<file path="src/rtl/row_scanner_if.sv">
// -----------------------------------------------------------------------------
// row_scanner_if
//
// Row-buffer side of the scanner. It carries the read port, the clear/write
// port and the pacing pulses that go to the drawer.
//
//   address_read_row  [8:0]  row-buffer read address
//   read_buffer              bank being scanned out
//   data_read_row     [23:0] read data {R,G,B}, registered RAM, 1-cycle latency
//   address_clear_row [8:0]  clear write address
//   clear_buffer             bank targeted by the clear write
//   clear_we                 clear write enable
//   data_clear_row    [23:0] clear write data (background colour)
//   swap                     1-clk pulse: drawer advances to the next row
//   swap_screen              1-clk pulse: drawer restarts at row 0
//   draw_buffer              bank the drawer writes, always ~read_buffer
//
// The master modport is the scanner. The slave modport is the buffer and
// drawer side.
// -----------------------------------------------------------------------------
interface row_scanner_if;
    logic [8:0]  address_read_row;
    logic        read_buffer;
    logic [23:0] data_read_row;
    logic [8:0]  address_clear_row;
    logic        clear_buffer;
    logic        clear_we;
    logic [23:0] data_clear_row;
    logic        swap;
    logic        swap_screen;
    logic        draw_buffer;

    modport master (
        output address_read_row,
        output read_buffer,
        input  data_read_row,
        output address_clear_row,
        output clear_buffer,
        output clear_we,
        output data_clear_row,
        output swap,
        output swap_screen,
        output draw_buffer
    );

    modport slave (
        input  address_read_row,
        input  read_buffer,
        output data_read_row,
        input  address_clear_row,
        input  clear_buffer,
        input  clear_we,
        input  data_clear_row,
        input  swap,
        input  swap_screen,
        input  draw_buffer
    );
endinterface

</file>
<file path="src/rtl/row_scanner.sv">
// -----------------------------------------------------------------------------
// row_scanner
//
// This is the read-side counterpart to the row drawer. It generates display
// timing at one pixel per clk. It scans out the double-buffered 24-bit row
// buffer and drives RGB, sync and blank to the DAC. It also paces the drawer
// with the swap and swap_screen pulses. After a row has been scanned out, the
// scanner clears it back to the background colour.
//
// Ports
//   clk                  pixel clock
//   reset                synchronous, active-high
//   rb                   row-buffer and drawer bus (row_scanner_if.master)
//   red/green/blue [7:0] pixel colour; 0 outside the active area
//   hsync, vsync         active-low sync, aligned with the pixel
//   blank                high outside the active area, aligned with the pixel
//
// Pipeline
//   stage 0 (counters)   the read address is presented
//   stage 1              RAM data returns, and this pixel's clear write is issued
//   stage 2              RGB, sync and blank are registered
// -----------------------------------------------------------------------------
module row_scanner #(
    parameter int          H_ACTIVE = 320,
    parameter int          H_FP     = 8,
    parameter int          H_SYNC   = 48,
    parameter int          H_BP     = 24,
    parameter int          V_ACTIVE = 240,
    parameter int          V_FP     = 3,
    parameter int          V_SYNC   = 4,
    parameter int          V_BP     = 15,
    parameter logic [23:0] BG_COLOR = 24'h000000
) (
    input  logic          clk,
    input  logic          reset,
    row_scanner_if.master rb,
    output logic [7:0]    red,
    output logic [7:0]    green,
    output logic [7:0]    blue,
    output logic          hsync,
    output logic          vsync,
    output logic          blank
);

    localparam int H_TOTAL = H_ACTIVE + H_FP + H_SYNC + H_BP;
    localparam int V_TOTAL = V_ACTIVE + V_FP + V_SYNC + V_BP;
    localparam int HW      = $clog2(H_TOTAL);
    localparam int VW      = $clog2(V_TOTAL);

    localparam logic [HW-1:0] H_ACT_C   = HW'(H_ACTIVE);
    localparam logic [HW-1:0] H_LAST    = HW'(H_TOTAL - 1);
    localparam logic [HW-1:0] HS_START  = HW'(H_ACTIVE + H_FP);
    localparam logic [HW-1:0] HS_END    = HW'(H_ACTIVE + H_FP + H_SYNC);
    localparam logic [VW-1:0] V_ACT_C   = VW'(V_ACTIVE);
    localparam logic [VW-1:0] V_LAST    = VW'(V_TOTAL - 1);
    localparam logic [VW-1:0] V_SWAPMAX = VW'(V_ACTIVE - 2);
    localparam logic [VW-1:0] VS_START  = VW'(V_ACTIVE + V_FP);
    localparam logic [VW-1:0] VS_END    = VW'(V_ACTIVE + V_FP + V_SYNC);
    localparam logic [VW-1:0] V_CLR_A   = VW'(V_ACTIVE);
    localparam logic [VW-1:0] V_CLR_B   = VW'(V_ACTIVE + 1);
    localparam logic [8:0]    CLR_LAST  = 9'(H_ACTIVE - 1);

    localparam logic [1:0] ST_SCAN  = 2'd0;
    localparam logic [1:0] ST_CLR_A = 2'd1;
    localparam logic [1:0] ST_CLR_B = 2'd2;

    logic [HW-1:0] h_count, h_next;
    logic [VW-1:0] v_count, v_next;
    logic [1:0]    state;
    logic [8:0]    clr_cnt;
    logic          read_bank;
    logic          pace_next;
    logic          active0, hs0, vs0;
    logic          active_d1;
    logic          hs_d1, vs_d1, blank_d1;
    logic          hs_q, vs_q, blank_q;
    logic [23:0]   rgb_q;
    logic          clr_we_q, clr_bank_q;
    logic [8:0]    clr_addr_q;

    // NOTE: every always_comb output gets a default first, so no path leaves it
    // unassigned and no latch is inferred.
    always_comb begin
        h_next = h_count + HW'(1);
        v_next = v_count;
        if (h_count == H_LAST) begin
            h_next = '0;
            v_next = (v_count == V_LAST) ? '0 : v_count + VW'(1);
        end
    end

    // The bank flips on the clock edge that enters a pacing cycle. This way
    // read_buffer already holds the new bank during the pulse cycle and for the
    // whole line that follows, including the pixel-0 read at h_count 0.
    assign pace_next = (h_next == '0) && ((v_next <= V_SWAPMAX) || (v_next == V_LAST));

    assign active0 = (h_count < H_ACT_C) && (v_count < V_ACT_C);
    assign hs0     = !((h_count >= HS_START) && (h_count < HS_END));
    assign vs0     = !((v_count >= VS_START) && (v_count < VS_END));

    // The pulses decode the live counters so that the first one lands on clk 0
    // of line 0 after reset. They are gated by reset, because the counters
    // already sit at (0,0) while reset is held.
    assign rb.swap        = !reset && (h_count == '0) && (v_count <= V_SWAPMAX);
    assign rb.swap_screen = !reset && (h_count == '0) && (v_count == V_LAST);

    assign rb.address_read_row  = active0 ? 9'(h_count) : 9'd0;
    assign rb.read_buffer       = read_bank;
    assign rb.draw_buffer       = ~read_bank;
    assign rb.address_clear_row = clr_addr_q;
    assign rb.clear_buffer      = clr_bank_q;
    assign rb.clear_we          = clr_we_q;
    assign rb.data_clear_row    = BG_COLOR;

    assign red   = rgb_q[23:16];
    assign green = rgb_q[15:8];
    assign blue  = rgb_q[7:0];
    assign hsync = hs_q;
    assign vsync = vs_q;
    assign blank = blank_q;

    // NOTE: all state here updates with non-blocking assignments. Every register
    // then samples values from before the edge, and the stage delays line up.
    always_ff @(posedge clk) begin
        if (reset) begin
            h_count    <= '0;
            v_count    <= '0;
            read_bank  <= 1'b0;
            state      <= ST_SCAN;
            clr_cnt    <= '0;
            clr_we_q   <= 1'b0;
            clr_addr_q <= '0;
            clr_bank_q <= 1'b0;
            active_d1  <= 1'b0;
            hs_d1      <= 1'b1;
            vs_d1      <= 1'b1;
            blank_d1   <= 1'b1;
            hs_q       <= 1'b1;
            vs_q       <= 1'b1;
            blank_q    <= 1'b1;
            rgb_q      <= '0;
        end else begin
            h_count <= h_next;
            v_count <= v_next;
            if (pace_next) begin
                read_bank <= ~read_bank;
            end

            // Two-stage alignment of sync and blank with the RAM latency.
            active_d1 <= active0;
            hs_d1     <= hs0;
            vs_d1     <= vs0;
            blank_d1  <= ~active0;
            hs_q      <= hs_d1;
            vs_q      <= vs_d1;
            blank_q   <= blank_d1;
            rgb_q     <= active_d1 ? rb.data_read_row : 24'd0;

            case (state)
                ST_SCAN: begin
                    // Clear-after-read: write the address that was read one
                    // cycle ago. The RAM has already sampled it, so the read and
                    // the clear write never collide.
                    clr_we_q   <= active0;
                    clr_addr_q <= rb.address_read_row;
                    clr_bank_q <= read_bank;
                    if (h_count == '0 && v_count == V_CLR_A) begin
                        state   <= ST_CLR_A;
                        clr_cnt <= '0;
                    end else if (h_count == '0 && v_count == V_CLR_B) begin
                        state   <= ST_CLR_B;
                        clr_cnt <= '0;
                    end
                end
                ST_CLR_A, ST_CLR_B: begin
                    // Wipe a whole bank during vertical blanking. Both banks are
                    // clean before the next frame, whatever the drawer left behind.
                    clr_we_q   <= 1'b1;
                    clr_addr_q <= clr_cnt;
                    clr_bank_q <= (state == ST_CLR_B);
                    clr_cnt    <= clr_cnt + 9'd1;
                    if (clr_cnt == CLR_LAST) begin
                        state <= ST_SCAN;
                    end
                end
                default: begin
                    state    <= ST_SCAN;
                    clr_we_q <= 1'b0;
                end
            endcase
        end
    end

endmodule

</file>
<file path="src/flat_wrapper.sv">
// flat-port wrapper written by rule: the top's interface ports become plain ports
module row_scanner_flat 
#(
    parameter int          H_ACTIVE = 320,
    parameter int          H_FP     = 8,
    parameter int          H_SYNC   = 48,
    parameter int          H_BP     = 24,
    parameter int          V_ACTIVE = 240,
    parameter int          V_FP     = 3,
    parameter int          V_SYNC   = 4,
    parameter int          V_BP     = 15,
    parameter logic [23:0] BG_COLOR = 24'h000000
)
  (clk, reset, red, green, blue, hsync, vsync, blank, rb_address_read_row, rb_read_buffer, rb_data_read_row, rb_address_clear_row, rb_clear_buffer, rb_clear_we, rb_data_clear_row, rb_swap, rb_swap_screen, rb_draw_buffer);
  row_scanner_if rb_i ();
  input  logic clk;
  input  logic reset;
  output logic [7:0] red;
  output logic [7:0] green;
  output logic [7:0] blue;
  output logic hsync;
  output logic vsync;
  output logic blank;
  output wire logic [$bits(rb_i.address_read_row)-1:0] rb_address_read_row;
  output wire logic [$bits(rb_i.read_buffer)-1:0] rb_read_buffer;
  input wire logic [$bits(rb_i.data_read_row)-1:0] rb_data_read_row;
  output wire logic [$bits(rb_i.address_clear_row)-1:0] rb_address_clear_row;
  output wire logic [$bits(rb_i.clear_buffer)-1:0] rb_clear_buffer;
  output wire logic [$bits(rb_i.clear_we)-1:0] rb_clear_we;
  output wire logic [$bits(rb_i.data_clear_row)-1:0] rb_data_clear_row;
  output wire logic [$bits(rb_i.swap)-1:0] rb_swap;
  output wire logic [$bits(rb_i.swap_screen)-1:0] rb_swap_screen;
  output wire logic [$bits(rb_i.draw_buffer)-1:0] rb_draw_buffer;
  assign rb_address_read_row = rb_i.address_read_row;
  assign rb_read_buffer = rb_i.read_buffer;
  assign rb_i.data_read_row = rb_data_read_row;
  assign rb_address_clear_row = rb_i.address_clear_row;
  assign rb_clear_buffer = rb_i.clear_buffer;
  assign rb_clear_we = rb_i.clear_we;
  assign rb_data_clear_row = rb_i.data_clear_row;
  assign rb_swap = rb_i.swap;
  assign rb_swap_screen = rb_i.swap_screen;
  assign rb_draw_buffer = rb_i.draw_buffer;
  row_scanner #(.H_ACTIVE(H_ACTIVE), .H_FP(H_FP), .H_SYNC(H_SYNC), .H_BP(H_BP), .V_ACTIVE(V_ACTIVE), .V_FP(V_FP), .V_SYNC(V_SYNC), .V_BP(V_BP), .BG_COLOR(BG_COLOR)) u_core (.clk(clk), .reset(reset), .rb(rb_i), .red(red), .green(green), .blue(blue), .hsync(hsync), .vsync(vsync), .blank(blank));
endmodule
</file>
<file path="config.mk">
export PLATFORM = sky130hd
export DESIGN_NAME = row_scanner_flat
export DESIGN_NICKNAME = d
export VERILOG_FILES = /design/src/rtl/row_scanner_if.sv /design/src/rtl/row_scanner.sv /design/src/flat_wrapper.sv
export SDC_FILE = /design/constraint.sdc
export NUM_CORES = 1
export LEC_CHECK = 0
export ABC_CLOCK_PERIOD_IN_PS = 2800
export CELL_PAD_IN_SITES_DETAIL_PLACEMENT = 1
export CELL_PAD_IN_SITES_GLOBAL_PLACEMENT = 2
export CORE_MARGIN = 4
export CORE_UTILIZATION = 25
export CTS_BUF_LIST = sky130_fd_sc_hd__clkbuf_4 sky130_fd_sc_hd__clkbuf_8
export DETAILED_ROUTE_END_ITERATION = 7
export PLACE_DENSITY_LB_ADDON = 0.1
export SETUP_SLACK_MARGIN = 0.2
export SLEW_MARGIN = 10
export SYNTH_ARGS = -nofsm -noshare
export SYNTH_HDL_FRONTEND = slang
export SYNTH_SLANG_ARGS = --single-unit
</file>
<file path="constraint.sdc">
create_clock -name clk -period 2.8 [get_ports clk]
set_input_delay 0.7 -clock clk [delete_from_list [all_inputs] [get_ports clk]]
set_output_delay 0.7 -clock clk [all_outputs]
set_load 0.1 [all_outputs]
</file>
==> results.json, run 1 <==
{
  "cts_tree": "yes",
  "leakage_nw": 2.03,
  "synth_cells": 418,
  "multi_input_area_sq_um": 1930,
  "netSwitchingFraction_pct": 35.4,
  "yosys_warnings": 0,
  "syn_area_sq_um": 3480,
  "numPortBuffers": 76,
  "dieArea_sq_um": 15900,
  "drive_gt1_share_pct": 29.8,
  "min_from": "u_core.vs_d1$_SDFF_PP1_",
  "io_pins": 101,
  "clk_latency_ns": 0.36,
  "tightest_slew_ns": 0.811,
  "fillCellCount": 1638,
  "drv_slew": 0,
  "cts-buffers-inserted": 9,
  "hold_end": "u_core.vsync$_SDFF_PP1_",
  "antenna_cells": 0,
  "pwr-share-comb_pct": 22.7,
  "core_area_sq_um": 13500,
  "setup_viol": 0,
  "switchingPower_mw": 0.853,
  "worst-path-max-fanout": 4,
  "timing.fmax_ghz": 0.387,
  "cp-start-kind": "flip-flop",
  "met3_usage_pct": 3.94,
  "clock_power_share_pct": 33.2,
  "r2r_start": "u_core.h_count[1]$_SDFF_PP0_",
  "start_util_pct": 25.8,
  "grtUsageMet1_pct": 17.0,
  "hpwl_mm": 8.29,
  "yosys.area.top_type": "dfxtp_1",
  "regArea_sq_um": 1450,
  "timing.final.hold_violations": 0,
  "yosysSeqAreaShare_pct": 41.5,
  "gp_congestion": 0.845,
  "clk_path_buf_depth": 2,
  "outcome": "completed",
  "synth_top_area_share_pct": 41.5,
  "hold_depth": 1,
  "htree_levels": 3,
  "powerDensity_nw_per_um2": 485,
  "root_buffer": "clkbuf_8",
  "r2r_slack_ns": 0.22,
  "critical_path_class": "flip-flop to flip-flop",
  "use_met2_pct": 22.3,
  "antenna_found_initial": 0,
  "area_delta_synth_final_pct": 43.0,
  "slowest_delay_ns": 0.37,
  "fin_crit_sh_pct": 92.2,
  "max_cap_violations": 0,
  "wirelength_mm": 11.1,
  "reg2reg_to": "u_core.rb.read_buffer$_SDFFE_PP0P_",
  "cp_top_family": "compound AO/OA/AOI/OAI gates",
  "drc": 0,
  "power_mw": 2.41,
  "gr-max-usage-layer": "met2",
  "synthTopCellsByArea": "dfxtp_1 41%, and2_1 6.5%, buf_4 5.8%, a21oi_1 5.3%, nor2_1 5.0%",
  "vias_per_cell": 4.47,
  "synth.distinct_cells": 52,
  "die_x_um": 126,
  "clock-sinks": 72,
  "synth_ff_type": "dfxtp_1",
  "ff2ff_path_depth": 9,
  "async_flop_share_pct": 0,
  "ir_worst_vdd_uv": 222,
  "routedWlPerCell_um": 15.7,
  "pwr-share-seq_pct": 44.1,
  "crit_start": "u_core.h_count[1]$_SDFF_PP0_",
  "p_int_mw": 1.56,
  "grt_max_degree": 25,
  "skew_ns": 0.00845,
  "grt_pass1_vias": 3345,
  "relSlewSlack_pct": 45.9,
  "grt-ovfl-total": 0,
  "worst_path_most_repeated_cell": "buf_4",
  "dieHeight_um": 126,
  "hold_buffers": 0,
  "via_count": 3170,
  "final_nets": 563,
  "rsz0062_at_grt": "yes",
  "required_ns": 3.06,
  "grt_pass1_wl_mm": 17.5,
  "final.setup.tns_ns": 0,
  "syn_avg_cell_area_sq_um": 8.32,
  "ant_nets": 0,
  "track_usage_pct": 13.8,
  "first_pass_iters": 4,
  "end_kind": "flip-flop",
  "synth_edf_count": 0,
  "path_clk_slew_ns": 0.08,
  "hold_path_class": "flip-flop to flip-flop",
  "min_period_ns": 2.58,
  "critPathArrivalTime_ns": 2.84,
  "path_buf_inv": 2,
  "ys_ff_latch": 72,
  "cp_cell_sequence": "ha_2 > nand4_1 > buf_4 > buf_4 > o31a_1 > o221ai_1 > nand3_1 > a2111oi_4 > mux2_2",
  "slowest_stage": "mux2_2",
  "drt_iter0_markers": 140,
  "rows": 42
}
-- cells in the final DEF, fill, tap and decap left out, drive strengths merged, types with 2 or more instances in the layout --
master         synthesis  routed
o32ai                  2       2
xnor2                  6       6
or3                    6       6
inv                   12      12
buf                   31      99
mux2i                  2       2
mux2                   2       2
xor2                  10      10
a41oi                  2       2
a21o                   3       3
nand3                 10      10
clkdlybuf4s50          0      24
dfxtp                 72      72
nor4                   4       4
nand4                  8       8
or2                    4       4
o21ai                 11      11
a21oi                 37      37
and3b                  1       2
clkinvlp               0       2
ha                     9       9
nor2                  46      46
nor4b                  3       3
conb                   1      24
nor3                  12      12
a31oi                  5       5
nand2                 40      40
clkbuf                17      12
nor2b                  4       4
clkinv                 0       2
nand2b                 2       2
and2                  36      36
nor3b                  3       3
and3                   3       3
-- Yosys cell counts, types with 2 or more instances --
master / number
nand2b_1: 2
a31oi_1: 5
a41oi_1: 2
inv_1: 12
xnor2_1: 6
or2_2: 3
nand2_1: 40
nor4_1: 4
nor2b_1: 4
nor3b_1: 3
xor2_1: 10
dfxtp_1: 72
nand3_1: 10
and3_1: 3
or3_1: 5
o32ai_1: 2
ha_1: 9
and2_1: 36
nor3_1: 12
o21ai_0: 11
clkbuf_1: 17
mux2i_1: 2
buf_4: 27
nor2_1: 46
nor4b_1: 2
buf_2: 2
a21oi_1: 37
mux2_2: 2
a21o_1: 3
nand4_1: 7
-- power groups by stage --
stage / clock, mW / sequential [mW] / combinational [mW]
4_1_cts: 0.844 / 1.06 / 0.546
3_3_place_gp: 0 / 1.09 / 0.528
5_1_grt: 0.885 / 1.07 / 0.570
2_1_floorplan: 0 / 1.23 / 0.285
6_report: 0.801 / 1.06 / 0.548
3_5_place_dp: 0 / 1.09 / 0.530
-- metal layers --
layer  vias to the layer above  part of all wire (%)  routed length, um
met5                         -                     0                  0
met4                         0                   2.2                249
met3                        15                   5.8                647
met2                        82                    48               5280
met1                      1492                    44               4930
li1                       1581                     -                  -
-- timing repair --
action | 4_1_cts | 5_1_grt
setup endpoints to repair | 13 | 15
pin swaps | 6 | 7
buffers inserted | 5 | 6
gates cloned | 0 | 1
resized for setup | 19 | 21
-- sequential cells by signal, summed over array words and instances (netlist names) --
register / flops
u_core.rgb_q: 24
u_core.active_d1: 1
u_core.vs_d1: 1
u_core.clr_cnt: 9
u_core.vsync: 1
u_core.v_count: 9
u_core.rb.read_buffer: 1
u_core.h_count: 9
u_core.rb.address_clear_row: 9
u_core.hs_d1: 1
u_core.blank: 1
u_core.blank_d1: 1
u_core.hsync: 1
u_core.rb.clear_buffer: 1
u_core.rb.clear_we: 1
u_core.state: 2
-- per-stage QoR --
stage | setup slack (ns) | instances | cell area [sq um] | util [%] | hold WS, ns
after global routing | 0.0675 | 709 | 4970 | 36.9 | 0.436
final | 0.217 | 709 | 4970 | 36.9 | 0.416
after CTS | 0.115 | 702 | 4850 | 36.1 | 0.420
after detailed placement | 0.120 | 681 | 4550 | 33.9 | 0.398
after floorplan | 0.0153 | 441 | 3620 | - | 0.389
after global placement | 0.116 | 681 | 4550 | 33.9 | 0.395
-- cell families (layout without fill, tap and decap cells) --
logic type | Yosys count | count (layout) | synth area share (%)
xor gates and xnor gates | 16 | 16 | 4.03
AOI/OAI and AO/OA | 69 | 69 | 11.8
adders and majority gates | 9 | 9 | 3.24
DFF | 72 | 72 | 41.5
and+or+nand+nor | 187 | 188 | 28.4
other | 1 | 24 | 0.108
muxes | 4 | 4 | 1.22
buffers and inverters | 60 | 151 | 9.68
-- layout make-up --
cell class,count,share of cell area [%]
clock buffers,12,3.20
clock inverters,4,0.579
inverters,12,0.957
multi-input cells,310,38.9
flip-flops and latches,72,29.3
well taps,176,4.43
repair buffers,123,22.7
-- worst max-delay path by stage --
| stage | depth (start not counted) | endpoint |
|---|---|---|
| after floorplan | 3 | rb_swap |
| after global placement | 8 | u_core.rb.read_buffer$_SDFFE_PP0P_ |
| after detailed placement | 7 | u_core.rb.read_buffer$_SDFFE_PP0P_ |
| after CTS | 8 | rb_swap |
| after global routing | 12 | u_core.clr_cnt[7]$_SDFFE_PP0P_ |
| final | 9 | u_core.rb.read_buffer$_SDFFE_PP0P_ |
Power figures use the tool's default switching activity.
==> run 2: changes to the inputs <==
Settings changed: SLEW_MARGIN 10 to unset.
==> results.json, run 2 (synthesis gave the netlist of run 1 again) <==
{
  "routedWlPerCell_um": 15.7,
  "min_from": "u_core.vs_d1$_SDFF_PP1_",
  "clk_path_buf_depth": 2,
  "antenna_found_initial": 0,
  "cts_tree": "yes",
  "area_delta_synth_final_pct": 42.9,
  "first_pass_iters": 4,
  "hpwl_mm": 8.29,
  "drt_iter0_markers": 139,
  "cp-start-kind": "flip-flop",
  "drc": 0,
  "setup_viol": 0,
  "htree_levels": 3,
  "root_buffer": "clkbuf_8",
  "reg2reg_to": "u_core.rb.read_buffer$_SDFFE_PP0P_",
  "timing.fmax_ghz": 0.387,
  "placed_area_sq_um": 4550,
  "powerDensity_nw_per_um2": 485,
  "antenna_cells": 0,
  "final_common_cell": "buf_4",
  "gp_congestion": 0.845,
  "skew_ns": 0.00845,
  "hold_path_class": "flip-flop to flip-flop",
  "io_pins": 101,
  "grt_pass1_vias": 3345,
  "ff2ff_path_depth": 9,
  "rows": 42,
  "ant_nets": 0,
  "max_cap_violations": 0,
  "core_area_sq_um": 13500,
  "rsz0062_at_grt": "yes",
  "hold_buffers": 0,
  "clk_latency_ns": 0.36,
  "tightest_slew_ns": 1.13,
  "final.setup.tns_ns": 0,
  "top_register": "u_core.rgb_q",
  "dp_cells": 681,
  "dieArea_sq_um": 15900,
  "hold_end": "u_core.vsync$_SDFF_PP1_",
  "track_usage_pct": 13.8,
  "via_count": 3163,
  "leakage_nw": 2.03,
  "die_x_um": 126,
  "ir_worst_vdd_uv": 222,
  "required_ns": 3.06,
  "min_period_ns": 2.58,
  "fin_cells": 709,
  "drv_slew": 0,
  "worst-path-max-fanout": 4,
  "grt_max_degree": 25,
  "final_nets": 563,
  "drive_gt1_share_pct": 29.6,
  "vias_per_cell": 4.46,
  "critical_path_class": "flip-flop to flip-flop",
  "dieHeight_um": 126,
  "wirelength_mm": 11.1,
  "r2r_slack_ns": 0.22,
  "critPathArrivalTime_ns": 2.84,
  "largest_reg_flops": 24,
  "cts-buffers-inserted": 9,
  "end_kind": "flip-flop",
  "outcome": "completed",
  "relSlewSlack_pct": 24.5,
  "grt-ovfl-total": 0,
  "numPortBuffers": 76,
  "hold_depth": 1,
  "start_util_pct": 25.8,
  "grt_pass1_wl_mm": 17.5,
  "fin_crit_sh_pct": 92.2,
  "clock-sinks": 72,
  "layout_common_cells": "85 x buf_4, 64 x dfxtp_1, 45 x nor2_1, 40 x nand2_1, 37 x a21oi_1",
  "fin_area_sq_um": 4970,
  "timing.final.hold_violations": 0,
  "path_clk_slew_ns": 0.08,
  "r2r_start": "u_core.h_count[1]$_SDFF_PP0_"
}
## run 2: worst max path at each step
stage                                      start                                  to  slack (ns)  depth (start not counted)
finish              u_core.h_count[1]$_SDFF_PP0_  u_core.rb.read_buffer$_SDFFE_PP0P_        0.22                          9
global route        u_core.h_count[0]$_SDFF_PP0_      u_core.clr_cnt[7]$_SDFFE_PP0P_        0.07                         12
CTS                 u_core.h_count[0]$_SDFF_PP0_                             rb_swap        0.12                          8
detailed placement  u_core.h_count[5]$_SDFF_PP0_  u_core.rb.read_buffer$_SDFFE_PP0P_        0.12                          7
global placement    u_core.v_count[4]$_SDFF_PP0_  u_core.rb.read_buffer$_SDFFE_PP0P_        0.12                          8
floorplan                                  reset                             rb_swap        0.02                          3
## run 2: area by class of cell
type	instances	area [sq um]
tap	176	220
sequential	72	1450
clock inverter	4	28.8
multi-input combinational	310	1930
timing repair buffer	123	1130
clock buffer	12	159
inverter	12	47.5
fill	1639	8490
## run 2: critical path: stages (launching register included)
cell and delay (ns):
dfxtp_2 0.36, ha_2 0.21, nand4_1 0.22, buf_4 0.21, buf_4 0.13, o31a_1 0.23
o221ai_1 0.22, nand3_1 0.18, a2111oi_4 0.35, mux2_2 0.37
## run 2: metrics by stage
stage / total power [mW] / worst slack [ns] / util (%) / hold slack, ns
floorplan: 1.52 / 0.0153 / - / 0.389
global placement: 1.61 / 0.116 / 33.9 / 0.395
detailed placement: 1.62 / 0.120 / 33.9 / 0.398
CTS: 2.45 / 0.115 / 36.1 / 0.420
global route: 2.52 / 0.0675 / 36.9 / 0.436
finish: 2.41 / 0.217 / 36.9 / 0.416
## run 2: what timing repair did
item	4_1_cts	5_1_grt
cloned	0	1
setup endpoints to repair	13	15
resized for setup	19	21
buffers inserted	5	6
pin swaps	6	7
## run 2: routing by layer
metal  wire length, um  part of all wire (%)  vias to the layer above  global-route usage, %
met2              5280                    48                       82                   22.3
li1                  -                     -                     1581                      -
met4               249                   2.2                        0                   6.12
met5                 0                     0                        -                      0
met1              4930                    44                     1485                   17.0
met3               647                   5.8                       15                   3.94
## run 2: power breakdown
part / internal, mW / switching (mW)
registers: 1.05 / 0.0142
clock network: 0.380 / 0.420
logic: 0.130 / 0.418
total: 1.56 / 0.852
